**config.mk**
```make
export PLATFORM = sky130hd
export DESIGN_NAME = axis_frame_source_flat
export DESIGN_NICKNAME = d
export VERILOG_FILES = /design/src/rtl/axis_frame_source_if.sv /design/src/rtl/axis_frame_source.sv /design/src/flat_wrapper.sv
export SDC_FILE = /design/constraint.sdc
export NUM_CORES = 1
export LEC_CHECK = 0
export BUFFER_PORTS_ARGS = -buffer_cell sky130_fd_sc_hd__buf_2
export CAP_MARGIN = 15
export CELL_PAD_IN_SITES_DETAIL_PLACEMENT = 0
export CELL_PAD_IN_SITES_GLOBAL_PLACEMENT = 1
export CORE_ASPECT_RATIO = 1.25
export CORE_MARGIN = 2
export CORE_UTILIZATION = 38
export CTS_CLUSTER_SIZE = 12
export DETAILED_ROUTE_END_ITERATION = 12
export GPL_ROUTABILITY_DRIVEN = 0
export PLACE_DENSITY = 0.85
export RECOVER_POWER = 25
export SYNTH_ARGS = -nofsm -noshare
export SYNTH_HDL_FRONTEND = slang
export SYNTH_SLANG_ARGS = --single-unit
```
**constraint.sdc**
```tcl
create_clock -name axi_clk -period 2.76 [get_ports axi_clk]
set_input_delay 0.552 -clock axi_clk [delete_from_list [all_inputs] [get_ports axi_clk]]
set_output_delay 0.552 -clock axi_clk [all_outputs]
set_load 0.05 [all_outputs]
```
**src/rtl/axis_frame_source_if.sv**
```systemverilog
// ============================================================================
// axis_frame_source_if : AXI-Stream beat bus (valid/ready/data/last)
// Rev 1.0
// ============================================================================
`default_nettype none

interface axis_frame_source_if #(
  parameter int DATA_WIDTH = 32
);
  logic                  valid;
  logic                  ready;
  logic [DATA_WIDTH-1:0] data;
  logic                  last;

  modport master (output valid, output data, output last, input ready);
  modport slave  (input valid, input data, input last, output ready);
endinterface

`default_nettype wire

```
**src/rtl/axis_frame_source.sv**
```systemverilog
// ============================================================================
// axis_frame_source : AXI-Stream master emitting one test-pattern image frame
// Rev 1.0
// ============================================================================
`default_nettype none

module axis_frame_source #(
  parameter int DATA_WIDTH = 32,
  parameter int IMG_W      = 640,
  parameter int IMG_H      = 480,
  parameter int LAST_MODE  = 0
) (
  input  wire logic       axi_clk,
  input  wire logic       axi_reset,
  input  wire logic       start,
  input  wire logic [1:0] pattern_sel,
  input  wire logic [7:0] seed,
  axis_frame_source_if.master m_axis,
  output logic            busy,
  output logic            done
);

  localparam int PIX_PER_BEAT = DATA_WIDTH / 8;
  localparam int XW = $clog2(IMG_W + 1);
  localparam int YW = $clog2(IMG_H + 1);
  localparam logic [XW-1:0] C_X_LAST = XW'(IMG_W - PIX_PER_BEAT);
  localparam logic [YW-1:0] C_Y_LAST = YW'(IMG_H - 1);
  localparam logic [XW-1:0] C_X_STEP = XW'(PIX_PER_BEAT);
  localparam logic [7:0]    C_I_STEP = 8'(PIX_PER_BEAT);

  typedef enum logic [1:0] {
    ST_IDLE   = 2'd0,
    ST_STREAM = 2'd1,
    ST_DONE   = 2'd2
  } state_t;

  state_t          state_q, state_d;
  logic [XW-1:0]   x_q, x_d;
  logic [YW-1:0]   y_q, y_d;
  logic [7:0]      idx_q, idx_d;
  logic [1:0]      pat_q, pat_d;
  logic [7:0]      seed_q, seed_d;

  logic            w_line_end;
  logic            w_frame_end;
  logic            w_valid;
  logic            w_ybit;
  logic [DATA_WIDTH-1:0] w_data;

  function automatic logic [7:0] pix_f(input logic [1:0] pat, input logic [7:0] sd,
                                       input logic [7:0] idx, input logic [7:0] xk,
                                       input logic ybit);
    case (pat)
      2'd0:    pix_f = idx;
      2'd1:    pix_f = sd;
      2'd2:    pix_f = xk;
      default: pix_f = (xk[3] ^ ybit) ? ~sd : sd;
    endcase
  endfunction

  always_ff @(posedge axi_clk) begin
    if (axi_reset) begin
      state_q <= ST_IDLE;
      x_q     <= '0;
      y_q     <= '0;
      idx_q   <= '0;
      pat_q   <= '0;
      seed_q  <= '0;
    end else begin
      state_q <= state_d;
      x_q     <= x_d;
      y_q     <= y_d;
      idx_q   <= idx_d;
      pat_q   <= pat_d;
      seed_q  <= seed_d;
    end
  end

  assign w_line_end  = (x_q == C_X_LAST);
  assign w_frame_end = w_line_end && (y_q == C_Y_LAST);
  assign w_valid     = (state_q == ST_STREAM);

  always_comb begin
    state_d = state_q;
    x_d     = x_q;
    y_d     = y_q;
    idx_d   = idx_q;
    pat_d   = pat_q;
    seed_d  = seed_q;
    case (state_q)
      ST_IDLE: begin
        if (start) begin
          pat_d   = pattern_sel;
          seed_d  = seed;
          x_d     = '0;
          y_d     = '0;
          idx_d   = '0;
          state_d = ST_STREAM;
        end
      end
      ST_STREAM: begin
        if (m_axis.ready) begin
          // Running index replaces y*IMG_W+x; it wraps naturally at 256.
          idx_d = idx_q + C_I_STEP;
          if (w_line_end) begin
            x_d = '0;
            if (w_frame_end) state_d = ST_DONE;
            else             y_d = y_q + YW'(1);
          end else begin
            x_d = x_q + C_X_STEP;
          end
        end
      end
      ST_DONE: state_d = ST_IDLE;
      default: state_d = ST_IDLE;
    endcase
  end

  assign w_ybit = ((8'(y_q) >> 3) & 8'd1) != 8'd0;

  always_comb begin
    w_data = '0;
    if (w_valid) begin
      for (int k = 0; k < PIX_PER_BEAT; k++) begin
        w_data[8*k +: 8] = pix_f(pat_q, seed_q, idx_q + 8'(k), 8'(x_q) + 8'(k), w_ybit);
      end
    end
  end

  assign m_axis.valid = w_valid;
  assign m_axis.data  = w_data;
  assign m_axis.last  = w_valid && w_line_end && ((LAST_MODE != 0) || (y_q == C_Y_LAST));
  assign busy         = w_valid;
  assign done         = (state_q == ST_DONE);

endmodule

`default_nettype wire
```
**src/flat_wrapper.sv**
```systemverilog
// flat-port wrapper written by rule: the top's interface ports become plain ports
module axis_frame_source_flat 
#(
  parameter int DATA_WIDTH = 32,
  parameter int IMG_W      = 640,
  parameter int IMG_H      = 480,
  parameter int LAST_MODE  = 0
)
  (axi_clk, axi_reset, start, pattern_sel, seed, busy, done, m_axis_valid, m_axis_data, m_axis_last, m_axis_ready);
  axis_frame_source_if #(.DATA_WIDTH(DATA_WIDTH)) m_axis_i ();
  input  wire logic axi_clk;
  input  wire logic axi_reset;
  input  wire logic start;
  input  wire logic [1:0] pattern_sel;
  input  wire logic [7:0] seed;
  output logic busy;
  output logic done;
  output wire logic [$bits(m_axis_i.valid)-1:0] m_axis_valid;
  output wire logic [$bits(m_axis_i.data)-1:0] m_axis_data;
  output wire logic [$bits(m_axis_i.last)-1:0] m_axis_last;
  input wire logic [$bits(m_axis_i.ready)-1:0] m_axis_ready;
  assign m_axis_valid = m_axis_i.valid;
  assign m_axis_data = m_axis_i.data;
  assign m_axis_last = m_axis_i.last;
  assign m_axis_i.ready = m_axis_ready;
  axis_frame_source #(.DATA_WIDTH(DATA_WIDTH), .IMG_W(IMG_W), .IMG_H(IMG_H), .LAST_MODE(LAST_MODE)) u_core (.axi_clk(axi_clk), .axi_reset(axi_reset), .start(start), .pattern_sel(pattern_sel), .seed(seed), .m_axis(m_axis_i), .busy(busy), .done(done));
endmodule
```
== Word-level counts from Yosys, hierarchy flattened ==
Cells that the tools add are included.

* Bits in registers: 39
* Latch bits: 0
* Input bits: 14
* Memory bits (read-only): 0
* Word-level logic and storage cells: 67
* Memories kept: 0
* Bits in writable memories: 0

* $mul: 0
* Bitwise gates (word level): 5
* Order comparisons: 0
* Reduce and logical (&&, ||, !) cells: 10
* Shifts and indexed selects: 0
* Eq/ne operators: 11
* Add/sub/neg operators: 9
* Div/mod/pow operators: 0
* Multiplexer cells: 26

{| class="wikitable"
|+ Operator list
! kind !! number
|-
| $pmux 8 s3 || 4
|-
| $mux 8 || 6
|-
| $mux 9 || 4
|-
| $add 8x2->8 const B || 4
|-
| $mux 32 || 1
|-
| $mux 10 || 3
|-
| $pmux 10 s2 || 1
|-
| $pmux 9 s2 || 1
|-
| $add 8x1->8 const B || 2
|-
| $pmux 8 s2 || 1
|-
| $add 10x3->10 const B || 1
|-
| $eq 10x10->1 const B || 1
|-
| $add 9x1->9 const B || 1
|-
| $eq 9x9->1 const B || 1
|-
| $add 8x3->8 const B || 1
|-
| $mux 2 || 4
|-
| $not 8->8 || 1
|-
| $ne 2x2->1 const B || 3
|-
| $reduce_and 5->1 || 1
|-
| $eq 2x1->1 const B || 2
|-
| $eq 2x2->1 const B || 2
|-
| $logic_not 2->1 || 2
|-
| $ne 2x1->1 const B || 2
|-
| $pmux 2 s2 || 1
|-
| other kinds (6) || 11
|}

== Depth between registers and ports, before layout ==
* Depth after elaboration: 6
* Mapped depth: 7
* Depth with buffers taken out: 6

== Worst setup path before layout ==
No wires, ideal clock.

* Kind: flip-flop to output port
* From: reg u_core.x_q[3]
* To: out m_axis_data[30]
* Stages on the path, launching flop included: 5
* Path slack: -1.915 ns
* Arrival: 4.123 ns
* Path through: dfxtp_1 > xor2_1 > o21ai_0 > a2111oi_0 > buf_4

* Cells in the longest elaborated chain, start to end: 5

{| class="wikitable"
|+ Ends and longest elaborated chain
! what !! line !! RTL
|-
| from (decl) || axis_frame_source.sv:38 || <nowiki>logic [XW-1:0] x_q, x_d;</nowiki>
|-
| from (signal assigned) || axis_frame_source.sv:64 || <nowiki>x_q <= '0;</nowiki>
|-
| from (signal assigned) || axis_frame_source.sv:71 || <nowiki>x_q <= x_d;</nowiki>
|-
| $add 8x2->8 * || axis_frame_source.sv:125 || <nowiki>w_data[8*k +: 8] = pix_f(pat_q, seed_q, idx_q + 8'(k), 8'(x_q) + 8'(k), w_ybit);</nowiki>
|-
| $xor 1x1->1 || axis_frame_source.sv:57 || <nowiki>default: pix_f = (xk[3] ^ ybit) ? ~sd : sd;</nowiki>
|-
| $mux 8 || axis_frame_source.sv:57 ||
|-
| $pmux 8 s3 * || axis_frame_source.sv:53 || <nowiki>case (pat)</nowiki>
|-
| $mux 32 * || axis_frame_source.sv:123 || <nowiki>if (w_valid) begin</nowiki>
|-
| to (decl) || flat_wrapper.sv:19 || <nowiki>output wire logic [$bits(m_axis_i.data)-1:0] m_axis_data;</nowiki>
|}

Every way passes the cells marked *; elsewhere a longest branch is shown, timed or not.

== Worst setup path in the final report ==
* From: reg u_core.y_q[0]
* To: out m_axis_last

* Cells in the longest elaborated chain, start to end: 2

{| class="wikitable"
|+ Ends and longest elaborated chain
! what !! line !! RTL
|-
| from (decl) || axis_frame_source.sv:39 || <nowiki>logic [YW-1:0] y_q, y_d;</nowiki>
|-
| from (signal assigned) || axis_frame_source.sv:72 || <nowiki>y_q <= y_d;</nowiki>
|-
| $eq 9x9->1 || axis_frame_source.sv:132 || <nowiki>assign m_axis.last = w_valid && w_line_end && ((LAST_MODE != 0) || (y_q == C_Y_LAST));</nowiki>
|-
| $logic_and 1x1->1 || axis_frame_source.sv:132 ||
|-
| to (decl) || flat_wrapper.sv:20 || <nowiki>output wire logic [$bits(m_axis_i.last)-1:0] m_axis_last;</nowiki>
|}

Every way passes these cells.

==> results.yml <==
grt:
  grt_pass1_vias: 1802
  grt_max_degree: 23
  grt_pass1_wl_um: 8270
  antenna_found_initial: 0
  grt.overflow.total: 0
  track_usage_pct: 16.8
worst_setup_path:
  critPathLaunch: "u_core.y_q[0]"
  cp-endpoint: "m_axis_last"
  crit_fanout: 7
  endpoint_kind: "output port"
  worst-r2r-cell-count: 6
  cp.required_ns: 2.21
  critical_path_class: "flip-flop to output port"
  r2r-end: "u_core.y_q[7]"
  rrSetupSlack_ns: 0.71
  critPathLaunchType: "flip-flop"
  crit_arrival_ns: 2.03
  r2r_start: "u_core.x_q[3]"
outcome:
  outcome: "finished clean"
clock_network:
  clock_path_buffers: 2
  tritoncts: "done"
  clk_pin_slew_ns: 0.08
  cts_hold_buf: 0
  clk_latency_ns: 0.29
  htreeDepth: 2
  root_buffer: "clkbuf_8"
  postCtsSetupRepairBufs: 0
  numCtsBuffers: 5
  clock_sinks: 35
route:
  drtPass1Iterations: 4
  viasPerCell: 5.44
  drt_iter0_markers: 120
  wl_per_cell_um: 13.4
  vias: 2014
  route.detailed.drc: 0
  drtAntennaViolNets: 0
  routed_wirelength_um: 4970
power_and_ir_drop:
  clkPwrFrac_pct: 32.2
  power.share.combinational_pct: 20.5
  vdd_drop_max_mv: 0.285
  internal_power_mw: 0.757
  seq_power_share_pct: 47.3
  sw_frac_of_total_pct: 33.6
  leakage_nw: 0.976
  p_per_area_nw_per_um2: 458
  p_sw_mw: 0.382
synth:
  synth.avg_cell_area_um2: 7.73
  ys.flop_type: "dfxtp_1"
  ys_warn_count: 0
  synthesis.nets: 284
  synth_edf_count: 0
  seq_area_frac_synth_pct: 34.1
  syn_inst: 266
  syn_area_um2: 2060
  async_flop_share_pct: 0
  synth.distinct_cells: 44
  synth_seq_cells: 35
timing:
  period_share_pct: 93.5
  hold_ws_ns: 0.468
  relSlewSlack_pct: 39.0
  fin_ws_ns: 0.180
  setup_viol: 0
  period_minus_slack_ns: 2.58
  fmax_mhz: 388
  fin_skew_ns: 0.00655
  final_hold_viol_count: 0
  worstMarginPinSlew_ns: 0.913
  grt_setup_unrepaired: "false"
  slew_violations: 0
floorplan:
  fp.coreArea_um2: 5150
  ioPinCount: 50
  std_cell_rows: 29
  die_area_um2: 6020
  die_w_um: 69.8
  fp.dieH_um: 86.2
  start_util_pct: 39.9
finish:
  final_util_pct: 48.3
  instances_no_fill: 370
  final_area_um2: 2490
  n_antenna_cell: 0
  drive_gt1_share_pct: 28.2
  final_nets: 325
  area_growth_pct: 21.1
place:
  pre_cts_slack_ns: 0.263
  place_area_um2: 2390
  port_buffers: 49
  dp.cells: 362
  hpwl_um: 3760
run:
  drv_cap: 0
worst_hold_path:
  hold_class: "flip-flop to flip-flop"
==> worst max-delay path, stage by stage (launching register included) <==
cell     delay [ns]
dfxtp_1        0.36
ha_1           0.20
nand2_1        0.10
or4_2          0.67
nor3_2         0.14
buf_2          0.28
==> cells in the mapped netlist (4+ instances only) <==
library cell	number	share of area, %
inv_1	6	1.1
o221ai_1	4	1.7
dfxtp_1	35	34
nand2_1	39	7.1
xor2_1	11	4.7
ha_1	4	2.4
nand3_1	16	3.9
nor3_1	5	1.2
mux2_2	4	2.2
o21ai_0	13	3.2
clkbuf_1	14	2.6
a2111oi_0	6	2.6
a21oi_1	34	8.3
nor2_1	21	3.8
nand4_1	9	2.7
nand2b_1	4	1.2
buf_4	6	2.2
==> cells by family (layout without fill, tap and decap cells) <==
logic type / Yosys count / after routing / synth area share [%]
xor gates and xnor gates: 14 / 14 / 5.96
AOI/OAI and AO/OA: 66 / 66 / 19.2
DFF: 35 / 35 / 34.1
buffers and inverters: 28 / 70 / 7.06
adders and majority gates: 4 / 4 / 2.43
muxes: 7 / 7 / 3.65
and+or+nand+nor: 112 / 112 / 27.6
==> placed cells by master, fill, tap and decap left out, drive strengths merged, types with 4 or more instances in the layout <==
cell     count
buf         54
xor2        11
dfxtp       35
nand2b       4
o21ai       13
mux2         4
inv          6
a2111oi      6
nor3         5
nand3       16
clkbuf       7
nor2        21
a21oi       34
o221ai       4
nand2       40
ha           4
nand4        9
==> layer usage <==
metal,global-route usage [%],part of all wire [%],vias up,routed length [µm]
met4,5.94,1.8,0,88
li1,-,-,1024,-
met5,0,0,-,0
met2,30.6,52,44,2580
met1,19.6,43,940,2120
met3,3.02,3.7,6,183
==> sequential cells by signal, indices dropped and copies added (netlist names) <==
| register | cells |
|---|---|
| u_core.idx_q | 6 |
| u_core.pat_q | 2 |
| u_core.seed_q | 8 |
| u_core.state_q | 2 |
| u_core.x_q | 8 |
| u_core.y_q | 9 |
==> power by group through the flow <==
| stage | clock network (mW) | logic, mW | registers, mW |
|---|---|---|---|
| after global routing | 0.399 | 0.253 | 0.542 |
| after floorplan | 0 | 0.192 | 0.540 |
| after detailed placement | 0 | 0.235 | 0.550 |
| final | 0.367 | 0.233 | 0.539 |
| after global placement | 0 | 0.233 | 0.549 |
| after CTS | 0.376 | 0.236 | 0.539 |
==> stage by stage <==
stage          setup TNS, ns  power [mW]
2_1_floorplan          -1.60       0.731
3_3_place_gp               0       0.782
3_5_place_dp               0       0.785
4_1_cts                    0        1.15
5_1_grt                    0        1.19
6_report                   0        1.14
==> worst min path at each step <==
stage | startpoint | to | slack [ns] | cells after the start
after CTS | u_core.seed_q[1] | u_core.seed_q[1] | 0.47 | 2
final | u_core.seed_q[1] | u_core.seed_q[1] | 0.47 | 2
after global placement | u_core.seed_q[1] | u_core.seed_q[1] | 0.46 | 2
after detailed placement | u_core.seed_q[1] | u_core.seed_q[1] | 0.46 | 2
after floorplan | u_core.seed_q[0] | u_core.seed_q[0] | 0.45 | 2
after global routing | u_core.seed_q[1] | u_core.seed_q[1] | 0.49 | 2
==> area by class of cell <==
class | count | area (µm²)
clock buffers | 5 | 68.8
clock inverters | 3 | 20.0
fillers | 507 | 2660
inverters | 6 | 22.5
multi-input cells | 203 | 1300
flip-flops and latches | 35 | 703
well taps | 62 | 77.6
repair buffers | 56 | 293
==> what timing repair did <==
item,CTS,global route
setup endpoints to repair,4,25
cloned,0,0
resized for setup,2,3
(Power assumes the default switching activity.)
